File: config.mk
export PLATFORM = sky130hd
export DESIGN_NAME = piece_collision_check
export DESIGN_NICKNAME = d
export VERILOG_FILES = /design/src/rtl/piece_collision_check.sv
export SDC_FILE = /design/constraint.sdc
export NUM_CORES = 1
export LEC_CHECK = 0
export CAP_MARGIN = 20
export CORE_MARGIN = 1
export CORE_UTILIZATION = 53
export CTS_CLUSTER_DIAMETER = 30
export CTS_CLUSTER_SIZE = 30
export DETAILED_ROUTE_END_ITERATION = 10
export GPL_TIMING_DRIVEN = 0
export PLACE_DENSITY = 0.8
export REMOVE_ABC_BUFFERS = 1
export SETUP_SLACK_MARGIN = 0.15
export SLEW_MARGIN = 20
export SYNTH_ARGS = -nofsm -noshare
export SYNTH_HDL_FRONTEND = slang
export SYNTH_SLANG_ARGS = --single-unit
File: constraint.sdc
create_clock -name clk -period 3.9 [get_ports clk]
set_input_delay 0.585 -clock clk [delete_from_list [all_inputs] [get_ports clk]]
set_output_delay 0.585 -clock clk [all_outputs]
set_load 0.01 [all_outputs]
File: src/rtl/piece_collision_check.sv
// Collision test of a 4x4 piece against the playfield at a candidate position.
// The check scans the four piece rows in order. For each row it reads one board row word
// from synchronous RAM and tests the occupied cells against the walls, the floor and the stack.
//
// state | meaning
// IDLE  | waiting for start; collide holds the last result
// RD    | read strobe for piece row `row` is on the RAM port
// CHK   | board word for `row` is valid; OR this row's hits into collide
// FIN   | done pulse; result valid
module piece_collision_check #(
    parameter int BOARD_W = 10,
    parameter int BOARD_H = 20,
    parameter int X_W     = 6,
    parameter int Y_W     = 6,
    parameter int AW      = 5
) (
    input  logic               clk,
    input  logic               rst_n,
    input  logic               start,
    input  logic [15:0]        block_matrix,
    input  logic [X_W-1:0]     pos_x,
    input  logic [Y_W-1:0]     pos_y,
    output logic               row_rd_en,
    output logic [AW-1:0]      row_rd_addr,
    input  logic [BOARD_W-1:0] row_rd_data,
    output logic               busy,
    output logic               done,
    output logic               collide
);

    typedef enum logic [1:0] {IDLE, RD, CHK, FIN} state_t;

    localparam logic signed [X_W:0] BW_X = (X_W+1)'(BOARD_W);
    localparam logic signed [Y_W:0] BH_Y = (Y_W+1)'(BOARD_H);

    state_t             state;
    logic [1:0]         row;
    logic [15:0]        matrix_q;
    logic [X_W-1:0]     px_q;
    logic [Y_W-1:0]     py_q;

    logic [15:0]        rd_m;
    logic [Y_W-1:0]     rd_py;
    logic [1:0]         rd_r;
    logic signed [Y_W:0] rd_y;
    logic               rd_go;

    logic signed [Y_W:0] y_cur;
    logic [3:0]         nib_cur;
    logic signed [X_W:0] x_c;
    logic [BOARD_W-1:0] shifted;
    logic               row_hit;

    function automatic logic [3:0] nibble(input logic [15:0] m, input logic [1:0] r);
        logic [3:0] n;
        case (r)
            2'd0:    n = m[15:12];
            2'd1:    n = m[11:8];
            2'd2:    n = m[7:4];
            default: n = m[3:0];
        endcase
        return n;
    endfunction

    function automatic logic signed [Y_W:0] row_y(input logic [Y_W-1:0] py, input logic [1:0] r);
        return $signed({py[Y_W-1], py}) + $signed({{(Y_W-1){1'b0}}, r});
    endfunction

    // Decide the next row read: row 0 straight from the inputs on an accepted start,
    // later rows from the latched query.
    always_comb begin
        rd_m  = matrix_q;
        rd_py = py_q;
        rd_r  = row + 2'd1;
        if (state == IDLE) begin
            rd_m  = block_matrix;
            rd_py = pos_y;
            rd_r  = 2'd0;
        end
        rd_y  = row_y(rd_py, rd_r);
        rd_go = (nibble(rd_m, rd_r) != 4'd0) && !rd_y[Y_W] && (rd_y < BH_Y);
    end

    // Collision test of the current piece row against walls, floor and the board word.
    always_comb begin
        y_cur   = row_y(py_q, row);
        nib_cur = nibble(matrix_q, row);
        row_hit = 1'b0;
        x_c     = '0;
        shifted = '0;
        for (int c = 0; c < 4; c++) begin
            x_c     = $signed({px_q[X_W-1], px_q}) + $signed({{(X_W-1){1'b0}}, c[1:0]});
            shifted = row_rd_data >> x_c;
            if (nib_cur[3-c]) begin
                if (x_c[X_W] || (x_c >= BW_X))
                    row_hit = 1'b1;
                else if (y_cur >= BH_Y)
                    row_hit = 1'b1;
                else if (!y_cur[Y_W] && shifted[0])
                    row_hit = 1'b1;
            end
        end
    end

    // Sequencer with registered outputs. A start that arrives outside IDLE is dropped.
    always_ff @(posedge clk) begin
        if (!rst_n) begin
            state       <= IDLE;
            row         <= 2'd0;
            matrix_q    <= '0;
            px_q        <= '0;
            py_q        <= '0;
            busy        <= 1'b0;
            done        <= 1'b0;
            collide     <= 1'b0;
            row_rd_en   <= 1'b0;
            row_rd_addr <= '0;
        end else begin
            row_rd_en <= 1'b0;
            done      <= 1'b0;
            case (state)
                IDLE: begin
                    if (start) begin
                        matrix_q <= block_matrix;
                        px_q     <= pos_x;
                        py_q     <= pos_y;
                        collide  <= 1'b0;
                        busy     <= 1'b1;
                        row      <= 2'd0;
                        state    <= RD;
                        if (rd_go) begin
                            row_rd_en   <= 1'b1;
                            row_rd_addr <= rd_y[AW-1:0];
                        end
                    end
                end
                RD: state <= CHK;
                CHK: begin
                    if (row_hit)
                        collide <= 1'b1;
                    if (row == 2'd3) begin
                        state <= FIN;
                        done  <= 1'b1;
                    end else begin
                        row   <= row + 2'd1;
                        state <= RD;
                        if (rd_go) begin
                            row_rd_en   <= 1'b1;
                            row_rd_addr <= rd_y[AW-1:0];
                        end
                    end
                end
                default: begin
                    busy  <= 1'b0;
                    state <= IDLE;
                end
            endcase
        end
    end

endmodule

## After elaboration in Yosys (flattened, before gate mapping)

Cells that the tools add are included.

| word-level totals | value |
|---|---|
| register bits after elaboration | 41 |
| input port bits | 41 |
| output and inout bits | 9 |
| logic and storage cells | 101 |

| cells by class | value |
|---|---|
| add/subtract/negate cells | 6 |
| $lt $le $gt $ge | 6 |
| equal/unequal tests | 10 |
| shift-type cells | 4 |
| muxes and demuxes | 41 |
| bitwise logic cells | 1 |
| reductions and logical operators | 23 |

Operators with widths:

| kind | count |
|---|---|
| 10-bit by 7-bit right shift with 1-bit output | 4 |
| 4-bit case mux with 3 select lines | 2 |
| 1-bit 2-to-1 mux | 23 |
| 7-bit by 5-bit >= comparator with 1-bit output (second input constant) | 3 |
| 16-bit 2-to-1 mux | 1 |
| 5-bit 2-to-1 mux | 3 |
| 6-bit by 3-bit adder with 7-bit output | 2 |
| 6-bit by 3-bit adder with 7-bit output (second input constant) | 2 |
| 2-bit 2-to-1 mux | 5 |
| 5-bit case mux with 2 select lines | 1 |
| 2-bit == test (second input constant) | 4 |
| 6-bit by 2-bit adder with 7-bit output (second input constant) | 1 |
| 7-bit by 6-bit >= comparator with 1-bit output (second input constant) | 1 |
| 7-bit by 6-bit less-than comparator with 1-bit output (second input constant) | 1 |
| 2-bit by 1-bit == test with 1-bit output (second input constant) | 3 |
| 6-bit by 5-bit >= comparator with 1-bit output (second input constant) | 1 |
| 1-bit logical AND | 6 |
| 2-bit logical NOT | 3 |
| 6-bit 2-to-1 mux | 1 |
| 2-bit != test (second input constant) | 3 |
| 1-bit case mux with 2 select lines | 3 |
| 2-bit case mux with 3 select lines | 1 |
| 2-bit AND reduction | 3 |
| 3-bit AND reduction | 2 |
| 8 further kinds | 12 |

## Longest topological paths before layout

Gate-level depths: netlist of run 1.

| depth | value |
|---|---|
| word-level depth | 21 |
| mapped depth | 13 |
| mapped depth without buffers | 11 |

## Worst setup path after synthesis of run 1

Ideal clock, no wire load.

| timing | value |
|---|---|
| path type | register to register |
| from | register state[0] |
| to | register row_rd_addr[0] |
| setup time | 72 ps |
| arrival time | 2960 ps |
| required time | 3828 ps |
| path slack | 868 ps |
| stages on the path, launching flop included | 14 |
| buffers on the path | 2 |
| period minus slack after synthesis | 3032 ps |
| cell sequence | dfxtp_1 -> inv_1 -> ha_1 -> buf_6 -> clkbuf_1 -> mux2_2 -> ha_1 -> fa_1 -> inv_1 -> nor4b_1 -> nor3_1 -> o21ai_2 -> nor3_4 -> mux2i_1 |

| between the ends | value |
|---|---|
| word-level cells in the longest chain between the ends | 10 |
| elaborated cells on any way between the ends | 23 |
| classes of those cells | 1 x add/sub; 1 x order compare; 5 x eq/ne; 8 x mux; 8 x reduce/logical |

RTL lines:

| item | RTL line | RTL |
|---|---|---|
| start, declared | 36 | `state_t state;` |
| start signal, assigned | 108 | `state <= IDLE;` |
| start signal, assigned | 130 | `state <= RD;` |
| start signal, assigned | 137 | `RD: state <= CHK;` |
| branches (longest 10 deep; another with 6-bit by 3-bit adder with 7-bit output) | n/a |  |
| end signal, assigned | 133 | `row_rd_addr <= rd_y[AW-1:0];` |
| end signal, assigned | 149 | `row_rd_addr <= rd_y[AW-1:0];` |
| end, declared | 24 | `output logic [AW-1:0] row_rd_addr,` |

Parallel ways; which one is timed is not known. The select of a mux whose other input is x is not followed.
A chain may end at the register's enable or synchronous reset.

## Final worst setup path of run 1

| timing | value |
|---|---|
| from | register state[0] |
| to | register row_rd_addr[2] |

Same word-level chain as after synthesis.

==> results_dict.tcl, run 1 <==
set metrics [dict create \
    post_cts_resized 0 \
    run_status "completed" \
    detail-route-antenna-nets 0 \
    cts.htree.levels 2 \
    unrepaired_setup_endpoints_after_global_routing "false" \
    floorplan.initialDensity 0.554 \
    totalNegativeSetupSlack_ns 0 \
    cts_hold_repair.buffers 0 \
    arrival_ns 3.70 \
    io_pins 50 \
    cts.sinks 41 \
    cts.path.max_buffers 2 \
    synth-edff-count 0 \
    n_antenna_cell 0 \
    grt_antenna_before_repair 0 \
    setup_viol_count_final 0 \
    tritonroute_pass_1_iters 4 \
    post-route-drc-count 0 \
    total_global_route_track_usage 0.239 \
    synth.ff_latch_count 41 \
    yosys_warnings 0 \
    synth_area_per_cell_sq_um 7.98 \
    pin_count_of_the_biggest_net_entering_global_routing 34 \
    worst_pin_slew_ns 1.02 \
    postCtsSetupBuffers 0 \
    routedWlPerCell_um 13.9 \
    worst_hold_path_type "flip-flop to flip-flop" \
    finalHoldWorstSlack_ns 0.461 \
    die-width_um 75.5 \
    grt_overflow_total 0 \
    clock_pin_slew_worst_setup_and_hold_paths_ns 0.09 \
    critical_path.endpoint_type "flip-flop" \
    first_global_vias 2391 \
    max-slew-margin-rel 0.316 \
    startpoint_type "flip-flop" \
    final_total_pwr_w 0.00150 \
    min_period_ns 3.47 \
    postSynthCellCount 359 \
    reg2regPathDepth 10 \
    floorplan.rows 26 \
    cap_violations 0 \
    finalHoldViolCount 0 \
    numCtsBuffers 5 \
    final-max-slew-violation-count 0 \
    setup.reg_to_reg.worst_slack_ns 0.43 \
    post_synthesis_sequential_area_ratio 0.286 \
    cts_root_buffer "sky130_fd_sc_hd__clkbuf_8" \
    power_density_mw_per_mm2 432 \
    clk_latency_ns 0.30 \
    totalWireLength_um 6450 \
    critical_path_class "flip-flop to flip-flop" \
    fp.dieH_um 75.5 \
    routed_via_density 5.74 \
    cts_tree "done" \
    drt_iter0_markers 212 \
    ys.flop_type "sky130_fd_sc_hd__dfxtp_1" \
    dp_hpwl_um 4590 \
    worst_path_max_delay_cell "sky130_fd_sc_hd__ha_1" \
    finalClockSkew_ns 0.00746 \
    async_flop_share 0 \
    layout_worst_path_cycle_share 0.890 \
    synth_area_sq_mm 0.00287 \
    drive_above_1_share 0.0533 \
    io_buffers 49 \
    power_leakage_nw 1.30 \
    synthesis_to_layout_area_growth_pct 20.9 \
    final_net_count 454 \
    core_area_sq_mm 0.00517 \
    vdd.ir_drop.worst_uv 218 \
    gpl.final_weighted_congestion 0.866 \
    hold_depth 2 \
    postPlaceCellArea_sq_mm 0.00335 \
    fp.dieArea_sq_mm 0.00570 \
    crit_required_ns 4.13 \
    synth.lib_cells_used.distinct 51 \
    vias 2664 \
    critPathMaxFanout 18 \
    crit_path_frequent_cell "sky130_fd_sc_hd__ha_1" \
    grt_pass1_wl_um 10700 \
    max_stage_delay_ns 0.65 \
    fmax_ghz 0.288 \
    cp_cell_sequence "inv_1 -> ha_1 -> o21ai_0 -> ha_1 -> a21oi_1 -> or4_4 -> a2111oi_4 -> o21ai_2 -> nor3_4 -> mux2i_1" \
    finalInstanceArea_sq_mm 0.00346 \
]
-- sequential cells by signal, summed over array words and instances (netlist names) --
name,cells
busy,1
state,2
done,1
matrix_q,16
row_rd_addr,5
row,2
collide,1
px_q,6
py_q,6
row_rd_en,1
-- critical path, delay by kind of cell (launching register included) --
kind | cells | cell delay [ns]
and+or+nand+nor | 2 | 0.87
adders and majority gates | 2 | 1.02
buffers and inverters | 1 | 0.09
AOI/OAI and AO/OA | 4 | 0.87
muxes | 1 | 0.22
DFF | 1 | 0.33
-- final cells by class --
class / instances / area, sq um
Multi-Input combinational cell: 276 / 1880
Tap cell: 70 / 87.6
Clock inverter: 2 / 38.8
Clock buffer: 6 / 72.6
Sequential cell: 41 / 821
Fill cell: 434 / 1710
Timing Repair Buffer: 49 / 490
Inverter: 20 / 75.1
-- Yosys cell counts, types with 2 or more instances --
cell type,instances,area share
sky130_fd_sc_hd__nand4_1,3,0.0066
sky130_fd_sc_hd__xor2_1,2,0.0061
sky130_fd_sc_hd__fa_1,2,0.014
sky130_fd_sc_hd__nor4_1,3,0.0066
sky130_fd_sc_hd__clkbuf_1,18,0.024
sky130_fd_sc_hd__a222oi_1,4,0.014
sky130_fd_sc_hd__o41ai_1,2,0.0061
sky130_fd_sc_hd__a211oi_1,3,0.0079
sky130_fd_sc_hd__a21oi_1,45,0.079
sky130_fd_sc_hd__mux4_2,7,0.055
sky130_fd_sc_hd__mux2i_1,15,0.052
sky130_fd_sc_hd__or3_1,2,0.0044
sky130_fd_sc_hd__nor2b_1,8,0.017
sky130_fd_sc_hd__dfxtp_1,41,0.29
sky130_fd_sc_hd__o211ai_1,2,0.0052
sky130_fd_sc_hd__o21ai_0,10,0.017
sky130_fd_sc_hd__nor2_1,12,0.016
sky130_fd_sc_hd__inv_1,20,0.026
sky130_fd_sc_hd__nor3_1,6,0.010
sky130_fd_sc_hd__a22o_1,2,0.0061
sky130_fd_sc_hd__a41oi_1,2,0.0061
sky130_fd_sc_hd__a22oi_1,2,0.0052
sky130_fd_sc_hd__ha_1,18,0.079
sky130_fd_sc_hd__o31ai_1,4,0.010
sky130_fd_sc_hd__nand2_1,80,0.10
sky130_fd_sc_hd__nand2b_1,3,0.0066
sky130_fd_sc_hd__or4_1,5,0.013
sky130_fd_sc_hd__buf_1,3,0.0039
sky130_fd_sc_hd__nand3_1,8,0.014
sky130_fd_sc_hd__xnor2_1,6,0.018
-- through the flow --
stage | util | setup slack [ns] | instances
2_1_floorplan | - | 0.858 | 337
3_3_place_gp | 0.648 | 0.535 | 456
3_5_place_dp | 0.648 | 0.457 | 456
4_1_cts | 0.670 | 0.417 | 464
5_1_grt | 0.670 | 0.200 | 464
6_report | 0.670 | 0.427 | 464
-- cells by family after synthesis --
kind of cell / Yosys count / synth area share
and+or+nand+nor: 136 / 0.221
AOI/OAI and AO/OA: 88 / 0.199
DFF: 41 / 0.286
xor gates and xnor gates: 8 / 0.0245
muxes: 24 / 0.119
buffers and inverters: 42 / 0.0576
adders and majority gates: 20 / 0.0926
-- path summary, 6_finish.rpt --
kind,from,to
setup / recovery,state[0]$_SDFFE_PN0N_,row_rd_addr[2]$_SDFFE_PN0P_
hold / removal,row_rd_addr[0]$_SDFFE_PN0P_,row_rd_addr[0]$_SDFFE_PN0P_
setup reg to reg,state[0]$_SDFFE_PN0N_,row_rd_addr[2]$_SDFFE_PN0P_
hold reg to reg,row_rd_addr[0]$_SDFFE_PN0P_,row_rd_addr[0]$_SDFFE_PN0P_
-- placed cells by master, fill, tap and decap left out, drive strengths merged, types with 2 or more instances in the layout --
cell type      instances
nor2b                  8
clkdlybuf4s50         49
nand4                  3
inv                   20
a22oi                  2
xor2                   2
dfxtp                 41
o31ai                  4
nand2b                 3
clkbuf                 6
a21oi                 45
or3                    2
nor2                  12
a222oi                 4
nor3                   7
nand2                 80
a41oi                  2
nor4                   3
o41ai                  2
mux4                   7
fa                     2
o211ai                 2
a211oi                 3
xnor2                  6
or4                    6
a22o                   2
ha                    18
nand3                  8
mux2i                 16
o21ai                 11
-- routing by layer --
| metal | vias to the layer above | wire [um] | global-route usage | share of wire |
|---|---|---|---|---|
| li1 | 1342 | - | - | - |
| met3 | 13 | 225 | 0.0344 | 0.035 |
| met4 | 0 | 148 | 0.0988 | 0.023 |
| met5 | - | 0 | 0 | 0 |
| met2 | 66 | 3170 | 0.397 | 0.49 |
| met1 | 1243 | 2900 | 0.312 | 0.45 |
-- report_power, final --
part	total (W)	switching (W)	internal [W]
logic	0.000600	0.000323	0.000277
clock network	0.000349	0.000157	0.000192
registers	0.000547	0.0000685	0.000478
total	0.00150	0.000548	0.000948
Power figures use the tool's default switching activity.
==> run 2: changes to the inputs <==
CAP_MARGIN = default   (was 20)
GPL_ROUTABILITY_DRIVEN = 0   (was default)
==> results of run 2 <==
Final layout, timing and power as in run 1 (identical DEF).
